**config.mk**
```make
export PLATFORM = sky130hd
export DESIGN_NAME = seq_divider
export DESIGN_NICKNAME = d
export VERILOG_FILES = /design/src/rtl/seq_divider.sv
export SDC_FILE = /design/constraint.sdc
export NUM_CORES = 1
export LEC_CHECK = 0
export ABC_AREA = 1
export CAP_MARGIN = 40
export CORE_ASPECT_RATIO = 1.1
export CORE_UTILIZATION = 50
export CTS_CLUSTER_DIAMETER = 60
export CTS_CLUSTER_SIZE = 20
export DETAILED_ROUTE_END_ITERATION = 12
export PLACE_DENSITY = 0.77
export SETUP_SLACK_MARGIN = 0.02
export SLEW_MARGIN = 30
export SYNTH_ARGS = -nofsm -noshare
export SYNTH_HDL_FRONTEND = slang
export SYNTH_SLANG_ARGS = --single-unit
```
**constraint.sdc**
```tcl
create_clock -name clk -period 2.4 [get_ports clk]
set_input_delay 0.48 -clock clk [delete_from_list [all_inputs] [get_ports clk]]
set_output_delay 0.48 -clock clk [all_outputs]
set_load 0.005 [all_outputs]
```
**src/rtl/seq_divider.sv**
```systemverilog
// Sequential restoring divider: one quotient bit per cycle, WIDTH cycles per result, 1-cycle done pulse.
// Optional signed mode enabled by defining SIGNED_DIV_EN (magnitude divide with sign fix-up on the last step).
module seq_divider #(
    parameter int WIDTH = 32
) (
    input  logic             clk,
    input  logic             rst_n,
    input  logic             start,
    input  logic [WIDTH-1:0] dividend,
    input  logic [WIDTH-1:0] divisor,
    input  logic             is_signed,
    output logic             busy,
    output logic             done,
    output logic [WIDTH-1:0] quotient,
    output logic [WIDTH-1:0] remainder,
    output logic             div_by_zero
);

    localparam int CW = $clog2(WIDTH + 1);

    typedef enum logic [1:0] {
        IDLE = 2'd0,
        CALC = 2'd1,
        DONE = 2'd2
    } state_t;

    state_t state, state_nxt;

    logic [WIDTH-1:0] acc;      // partial remainder
    logic [WIDTH-1:0] dvd;      // dividend bits shift out MSB-first, quotient bits shift in
    logic [WIDTH-1:0] dsr;
    logic [CW-1:0]    cnt;

    logic [WIDTH:0]   shifted;
    logic [WIDTH:0]   diff;
    logic             qbit;
    logic [WIDTH-1:0] acc_nxt;
    logic [WIDTH-1:0] dvd_nxt;
    logic [WIDTH-1:0] q_fin;
    logic [WIDTH-1:0] r_fin;
    logic [WIDTH-1:0] a_mag;
    logic [WIDTH-1:0] b_mag;
    logic             last;
    logic             div_zero_in;

`ifdef SIGNED_DIV_EN
    logic neg_q;
    logic neg_r;
    logic a_neg;
    logic b_neg;

    always_comb begin
        a_neg = is_signed & dividend[WIDTH-1];
        b_neg = is_signed & divisor[WIDTH-1];
        a_mag = a_neg ? (~dividend + 1'b1) : dividend;
        b_mag = b_neg ? (~divisor + 1'b1) : divisor;
    end
`else
    logic unused_is_signed;
    assign unused_is_signed = is_signed;

    always_comb begin
        a_mag = dividend;
        b_mag = divisor;
    end
`endif

    assign div_zero_in = (divisor == '0);
    assign last        = (cnt == CW'(WIDTH - 1));

    // Trial subtraction is one bit wider so the borrow doubles as the quotient bit.
    always_comb begin
        shifted = {acc, dvd[WIDTH-1]};
        diff    = shifted - {1'b0, dsr};
        qbit    = ~diff[WIDTH];
        acc_nxt = qbit ? diff[WIDTH-1:0] : shifted[WIDTH-1:0];
        dvd_nxt = {dvd[WIDTH-2:0], qbit};
`ifdef SIGNED_DIV_EN
        q_fin   = neg_q ? (~dvd_nxt + 1'b1) : dvd_nxt;
        r_fin   = neg_r ? (~acc_nxt + 1'b1) : acc_nxt;
`else
        q_fin   = dvd_nxt;
        r_fin   = acc_nxt;
`endif
    end

    always_ff @(posedge clk or negedge rst_n) begin
        if (!rst_n) begin
            state <= IDLE;
        end else begin
            state <= state_nxt;
        end
    end

    always_comb begin
        state_nxt = state;
        case (state)
            IDLE: begin
                if (start) begin
                    state_nxt = div_zero_in ? DONE : CALC;
                end
            end
            CALC: begin
                if (last) begin
                    state_nxt = DONE;
                end
            end
            DONE:    state_nxt = IDLE;
            default: state_nxt = IDLE;
        endcase
    end

    assign busy = (state != IDLE);
    assign done = (state == DONE);

    always_ff @(posedge clk or negedge rst_n) begin
        if (!rst_n) begin
            acc         <= '0;
            dvd         <= '0;
            dsr         <= '0;
            cnt         <= '0;
            quotient    <= '0;
            remainder   <= '0;
            div_by_zero <= 1'b0;
`ifdef SIGNED_DIV_EN
            neg_q       <= 1'b0;
            neg_r       <= 1'b0;
`endif
        end else begin
            case (state)
                IDLE: begin
                    if (start) begin
                        if (div_zero_in) begin
                            quotient    <= '1;
                            remainder   <= dividend;
                            div_by_zero <= 1'b1;
                        end else begin
                            acc         <= '0;
                            dvd         <= a_mag;
                            dsr         <= b_mag;
                            cnt         <= '0;
                            div_by_zero <= 1'b0;
`ifdef SIGNED_DIV_EN
                            neg_q       <= a_neg ^ b_neg;
                            neg_r       <= a_neg;
`endif
                        end
                    end
                end
                CALC: begin
                    acc <= acc_nxt;
                    dvd <= dvd_nxt;
                    if (last) begin
                        cnt       <= '0;
                        quotient  <= q_fin;
                        remainder <= r_fin;
                    end else begin
                        cnt <= cnt + CW'(1);
                    end
                end
                default: begin
                end
            endcase
        end
    end

endmodule

```
==> flow_metrics.tcl, run 1 <==
set metrics [dict create \
    grt_start_max_net_pins 69 \
    area_contributors_post_synth "sky130_fd_sc_hd__dfrtp_1, sky130_fd_sc_hd__nand2_1, sky130_fd_sc_hd__inv_1" \
    regToRegSetupSlack_ns -0.07 \
    fp.dieH_um 155.0 \
    antenna_violating_nets_post_route 0 \
    drc 0 \
    gr-total-overflow 0 \
    cell_count_after_synthesis 1528 \
    post_drt_via_cell_ratio 5.137 \
    crit_arrival_ns 2.80 \
    timing.max_slew.rel_slack 0.3679 \
    cts_inserted_buffers 17 \
    worstMarginPinSlew_ns 0.9482 \
    cts_root_buffer "sky130_fd_sc_hd__clkbuf_16" \
    first_iteration_detailed_routing_drc_count 791 \
    p_per_area_nw_per_um2 1618 \
    status "finished with violations" \
    synth-edff-count 0 \
    post-route-worst-setup-slack_ns -0.07304 \
    cts.htree.levels 4 \
    overall_routed_net_length_um 32560 \
    timing.reg2reg.worst_path_depth 16 \
    synth_largest_area_cell "sky130_fd_sc_hd__dfrtp_1" \
    drive_gt1_frac 0.1948 \
    io_buffer_count 133 \
    worst-path-max-fanout 7 \
    grt_antenna_before_repair 0 \
    flow.area_growth_from_synthesis_pct 35.40 \
    fin_hold_ws_ns 0.004771 \
    setup.worst_path.end_class "flop" \
    clk_path_buf_depth 2 \
    fin_crit_ns 2.473 \
    timing.rr.end "remainder[21]$_DFFE_PN0P_" \
    design.core.area_um2 20710 \
    wirelength_per_cell_um 16.04 \
    place.detailed.hpwl_um 22860 \
    synth-seq-area-share 0.3976 \
    synth_top_area_share 0.3976 \
    synth.ff_latch_count 169 \
    grt_pass1_wl_um 48630 \
    grt_util_all_layers 0.2869 \
    rsz0062_at_grt "true" \
    place_congestion 0.9717 \
    cap_violations 0 \
    synth_flop_cell "sky130_fd_sc_hd__dfrtp_1" \
    row_count 55 \
    clkSinkCount 169 \
    die_area_um2 21860 \
    violations "negative setup slack" \
    synthTopCellsByCount "sky130_fd_sc_hd__nand2_1, sky130_fd_sc_hd__inv_1, sky130_fd_sc_hd__dfrtp_1, sky130_fd_sc_hd__nand3_1, sky130_fd_sc_hd__o21ai_0" \
    die_w_um 141.1 \
    async_reset_ff_frac 1.000 \
    timing.hold.worst.class "in -> async" \
    pre_cts_setup_slack_ns -0.1890 \
    timing.final.hold_violations 0 \
    finalCritPeriodShare 1.030 \
    synthesized_nets 1630 \
    vias 10430 \
    timing.setup.critical_path_class "reg -> reg" \
    timing.critical_path.from "acc[6]$_DFFE_PN0P_" \
    synth_cell_types 43 \
    syn_area_per_cell_um2 6.960 \
    critical_path.endpoint "remainder[21]$_DFFE_PN0P_" \
    most_repeated_cell_in_the_gate_level_netlist_after_synthesis "sky130_fd_sc_hd__nand2_1" \
    count_of_final_max_slew_check_failures 0 \
    layout.filler_cells 1636 \
    critical_path.reg2reg.startpoint "acc[6]$_DFFE_PN0P_" \
    drt_first_pass_iters 5 \
    syn_area_um2 10640 \
    synth_warnings 0 \
    report.final.setup_viol 32 \
    initial_core_util 0.5134 \
    worst_ep_required_time_ns 2.73 \
    leakage_uw 0.007460 \
    antennaDiodeCount 0 \
    clock_latency_ns 0.45 \
    post-layout-total-power_uw 23300 \
    grt_pass1_vias 9634 \
    clkTransAtPathRegs_ns 0.08 \
    worst_clock_skew_ns 0.01618 \
    cts_tree "built" \
    cp-start-kind "flop" \
    fmaxAchievable_mhz 404.4 \
    vdd_ir_drop_max_uv 744.6 \
    final_nets 1834 \
    design.portCount 135 \
]
[critical path: stages, from the launching register on]
cell and delay (ns):
sky130_fd_sc_hd__dfrtp_1 0.44, sky130_fd_sc_hd__ha_1 0.38, sky130_fd_sc_hd__nand2_2 0.16, sky130_fd_sc_hd__inv_1 0.09
sky130_fd_sc_hd__a21oi_2 0.18, sky130_fd_sc_hd__nand2_2 0.10, sky130_fd_sc_hd__nand2_2 0.08, sky130_fd_sc_hd__nand2_4 0.06
sky130_fd_sc_hd__nand2_4 0.11, sky130_fd_sc_hd__nand2_4 0.08, sky130_fd_sc_hd__nand2_4 0.10, sky130_fd_sc_hd__nand2_8 0.11
sky130_fd_sc_hd__buf_6 0.15, sky130_fd_sc_hd__nand3_2 0.09, sky130_fd_sc_hd__nand3_2 0.09, sky130_fd_sc_hd__nand2_1 0.08
sky130_fd_sc_hd__inv_1 0.04
[state kept, by name (all words and copies together) (netlist names)]
name / flops
remainder: 32
state: 2
dvd: 32
quotient: 32
acc: 32
dsr: 32
cnt: 6
div_by_zero: 1
[repair_timing]
| item | CTS | global route |
|---|---|---|
| setup buffers | 5 | 6 |
| setup endpoints to repair | 55 | 66 |
| gates cloned | 3 | 4 |
| hold buffers | 0 | 0 |
| gates resized for setup | 26 | 126 |
| pin swaps | 15 | 37 |
[placed cells by master, fill, tap and decap left out, types with 5 or more instances in the layout]
cell and count:
sky130_fd_sc_hd__buf_6 8, sky130_fd_sc_hd__clkbuf_16 20, sky130_fd_sc_hd__dfrtp_2 6, sky130_fd_sc_hd__dfrtp_1 163, sky130_fd_sc_hd__nand3_4 9, sky130_fd_sc_hd__buf_12 11
sky130_fd_sc_hd__o21ai_1 18, sky130_fd_sc_hd__nand3_2 79, sky130_fd_sc_hd__nand2_2 22, sky130_fd_sc_hd__clkinv_8 5, sky130_fd_sc_hd__ha_1 15, sky130_fd_sc_hd__nand3_1 98
sky130_fd_sc_hd__inv_2 9, sky130_fd_sc_hd__nor3_1 5, sky130_fd_sc_hd__nand2_1 405, sky130_fd_sc_hd__clkdlybuf4s50_1 132, sky130_fd_sc_hd__nor2_1 73, sky130_fd_sc_hd__buf_4 80
sky130_fd_sc_hd__nor2_2 7, sky130_fd_sc_hd__o21ai_0 111, sky130_fd_sc_hd__or2_2 33, sky130_fd_sc_hd__nand2_4 6, sky130_fd_sc_hd__nand4_1 13, sky130_fd_sc_hd__ha_4 15
sky130_fd_sc_hd__xor2_1 16, sky130_fd_sc_hd__nor2_4 5, sky130_fd_sc_hd__inv_1 321, sky130_fd_sc_hd__a21oi_1 15
[stage by stage]
step	cells	util	instance area (um^2)	setup TNS (ns)
global route	2030	0.6952	14400	-5.616
CTS	2020	0.6575	13620	0
finish	2030	0.6952	14400	-1.069
floorplan	1528	-	10640	0
detailed placement	1980	0.6180	12800	-9.455
global placement	1980	0.6180	12800	-8.034
[how the worst min path moves through the flow]
| stage | from | end | slack [ns] | depth (start not counted) |
|---|---|---|---|---|
| finish | rst_n | dsr[23]$_DFFE_PN0P_ | 0.005 | 1 |
| global route | rst_n | dsr[25]$_DFFE_PN0P_ | 0.05 | 1 |
| CTS | rst_n | dsr[23]$_DFFE_PN0P_ | 0.03 | 1 |
| detailed placement | quotient[18]$_DFFE_PN0P_ | quotient[18]$_DFFE_PN0P_ | 0.47 | 2 |
| global placement | dsr[6]$_DFFE_PN0P_ | dsr[6]$_DFFE_PN0P_ | 0.47 | 2 |
| floorplan | rst_n | acc[0]$_DFFE_PN0P_ | 0.18 | 0 |
[report_power, final]
part           leakage (uW)  internal (uW)  switching (uW)  total (uW)
Combinational       0.00515           6410            9050       15500
Clock              0.000293           1440            1400        2840
Sequential          0.00202           4160             846        5000
[cells by family (layout without fill, tap and decap cells)]
logic type | Yosys count | count (layout) | synth area share
compound gates | 159 | 159 | 0.07882
buf+inv | 384 | 600 | 0.1471
flops | 169 | 169 | 0.3976
fa+ha+maj | 34 | 34 | 0.04071
simple gates | 766 | 767 | 0.3226
xor+xnor | 16 | 16 | 0.01318
[layer usage]
layer  global-route usage  up-vias  part of all wire
li1                     -     5110                 -
met1               0.3872     4880              0.43
met2               0.4764      367              0.48
met3              0.03755       72             0.055
met4              0.09783        0             0.030
met5                    0        -                 0
[area by class of cell]
type | instances | area [um^2] | area share
multi-input combinational | 976 | 5577 | 0.3873
sequential | 169 | 4237 | 0.2942
timing repair buffer | 237 | 2377 | 0.1651
inverter | 331 | 1245 | 0.08645
clock buffer | 18 | 439.2 | 0.03050
tap | 285 | 356.6 | 0.02476
clock inverter | 14 | 168.9 | 0.01173
(Power assumes the default switching activity.)
==> inputs of run 2 (changes only) <==
DONT_BUFFER_PORTS = 1   (was not set)
PLACE_DENSITY = 0.69   (was 0.77)
==> run 2 against run 1 <==
Effect of this change:
- the flow finishes with violations (negative hold slack, negative setup slack)
- critical path type unchanged
- sequential power grew 2%
- routed wire length shrank 10%
- first-iteration DRC count shrank 27%
- largest cell class unchanged
==> flow_metrics.tcl, run 2 (same netlist as run 1, synthesis figures left out) <==
set metrics [dict create \
    crit_path_top_delay_cell "sky130_fd_sc_hd__dfrtp_1" \
    placed_cells_incl_taps 1809 \
    clkTransAtPathRegs_ns 0.08 \
    antennaDiodeCount 0 \
    multi_input_comb_area_um2 5194 \
    timing.setup.tns_ns -0.07121 \
    setup.worst_path.end_class "flop" \
    cts_tree "built" \
    clock_latency_ns 0.44 \
    fin_hold_ws_ns -0.2752 \
    most_frequent_cells_in_the_layout "sky130_fd_sc_hd__nand2_1, sky130_fd_sc_hd__inv_1, sky130_fd_sc_hd__dfrtp_1" \
    worst-path-max-fanout 7 \
    clk_path_buf_depth 2 \
    vdd_ir_drop_max_uv 770.7 \
    grt_util_all_layers 0.2717 \
    overall_routed_net_length_um 29180 \
    post-route-worst-setup-slack_ns -0.04984 \
    fmaxAchievable_mhz 408.2 \
    crit_arrival_ns 2.77 \
    timing.max_slew.rel_slack 0.6177 \
    fin_crit_ns 2.450 \
    crit_path_cell_trace "inv_2, ha_4, inv_2, fa_2, nand2_2, nand2_2, nand3_2, nand2_2, nand2_2, nand2_2, nand2_4, nand2_4, nand2_4, nand2_8, clkbuf_16, nand3_1, nand3_1, nand2_1, inv_1" \
    status "finished with violations" \
    rsz0062_at_grt "true" \
    leakage_uw 0.006619 \
    first_iteration_detailed_routing_drc_count 578 \
    row_count 55 \
    flow.area_growth_from_synthesis_pct 15.46 \
    grt_pass1_wl_um 45810 \
    drt_first_pass_iters 5 \
    vias 9325 \
    cp-start-kind "flop" \
    design.core.area_um2 20710 \
    p_per_area_nw_per_um2 1683 \
    grt_pass1_vias 8927 \
    critPathMostFrequentCell "sky130_fd_sc_hd__nand2_2" \
    initial_core_util 0.5134 \
    worst_ep_required_time_ns 2.72 \
    worst_clock_skew_ns 0.01558 \
    die_w_um 141.1 \
    antenna_violating_nets_post_route 0 \
    cts_root_buffer "sky130_fd_sc_hd__clkbuf_16" \
    design.portCount 135 \
    report.final.setup_viol 3 \
    count_of_final_max_slew_check_failures 0 \
    timing.final.hold_violations 169 \
    die_area_um2 21860 \
    cap_violations 0 \
    post_drt_via_cell_ratio 5.046 \
    worstMarginPinSlew_ns 0.5735 \
    io_buffer_count 0 \
    most_frequent_standard_cell_in_the_layout_excluding_fill_and_tap_cells "sky130_fd_sc_hd__nand2_1" \
    final_nets 1652 \
    instances_no_fill 1848 \
    finalCritPeriodShare 1.021 \
    layout.filler_cells 1958 \
    timing.hold.worst.class "in -> async" \
    clkSinkCount 169 \
    cts.htree.levels 4 \
    place_congestion 0.9690 \
    grt_antenna_before_repair 0 \
    critical_path.max_stage_delay_ns 0.39 \
    timing.setup.critical_path_class "reg -> reg" \
    cts_inserted_buffers 17 \
    violations "negative hold slack, negative setup slack" \
    gr-total-overflow 0 \
    drive_gt1_frac 0.1452 \
    drc 0 \
    grt_start_max_net_pins 170 \
    wirelength_per_cell_um 15.79 \
    fp.dieH_um 155.0 \
    area.sequential_um2 4235 \
    place.detailed.hpwl_um 21420 \
]
-- run 2: cell count changes in the layout (fill, tap and decap cells not counted), sizes merged --
| cell | delta |
|---|---|
| inv | -2 |
| buf | -50 |
| clkdlybuf4s50 | -132 |
| clkinvlp | -1 |
| nand2 | -1 |
| clkinv | +4 |
-- run 2: worst paths after layout --
path / cells after the start / endpoint / slack (ns) / from
setup / recovery: 19 / remainder[24]$_DFFE_PN0P_ / -0.05 / dvd[31]$_DFFE_PN0P_
hold / removal: 0 / quotient[5]$_DFFE_PN0P_ / -0.28 / rst_n
setup reg to reg: 19 / remainder[24]$_DFFE_PN0P_ / -0.05 / dvd[31]$_DFFE_PN0P_
hold reg to reg: 2 / dsr[1]$_DFFE_PN0P_ / 0.49 / dsr[1]$_DFFE_PN0P_
max in group asynchronous: 0 / acc[21]$_DFFE_PN0P_ / 2.43 / rst_n
min in group clk: 2 / dsr[21]$_DFFE_PN0P_ / 0.17 / divisor[21]
-- run 2: stage by stage --
| step | power (uW) | util | instance area [um^2] | setup WS, ns |
|---|---|---|---|---|
| 2_1_floorplan | 13150 | - | 10640 | 0.2289 |
| 3_3_place_gp | 16410 | 0.5399 | 11180 | 0.02003 |
| 3_5_place_dp | 16540 | 0.5399 | 11180 | -0.05023 |
| 4_1_cts | 19610 | 0.5717 | 11840 | 0.003077 |
| 5_1_grt | 22490 | 0.5928 | 12280 | -0.1530 |
| 6_report | 20670 | 0.5928 | 12280 | -0.04984 |
-- run 2: layout make-up --
cell class / instances / area share
Multi-Input combinational cell: 975 / 0.4230
Inverter: 331 / 0.1012
Tap cell: 285 / 0.02904
Timing Repair Buffer: 56 / 0.05278
Clock inverter: 15 / 0.01447
Sequential cell: 169 / 0.3449
Clock buffer: 17 / 0.03464
-- run 2: power breakdown --
group	switching, uW	internal [uW]	leakage [uW]
registers	918	4160	0.00202
clock network	1360	1410	0.000293
logic	7910	4910	0.00430
total	10200	10500	0.00662
-- run 2: metal layers --
metal  vias to the layer above  share of wire  track usage
li1                       4733              -            -
met1                      4305           0.45       0.3698
met2                       250           0.47       0.4378
met3                        37          0.061      0.05479
met4                         0          0.019      0.08178
met5                         -              0            0
-- run 2: repair_timing --
action / in CTS / in global routing
cloned: 1 / 4
setup endpoints to repair: 34 / 65
resized for setup: 7 / 63
endpoints found under the hold margin: 169 / 169
pin swaps: 2 / 16
buffers inserted: 1 / 1
-- run 2: worst max-delay path: cells and delay by family (launching register included) --
kind	cells	cell delay, ns
and+or+nand+nor	13	1.09
buffers and inverters	4	0.36
adders and majority gates	2	0.50
DFF	1	0.39
==> inputs of run 3 (changes only) <==
HOLD_SLACK_MARGIN = 0.12   (was not set)
==> results of run 3 <==
The final DEF is identical to that of run 2; final timing and power are the same.
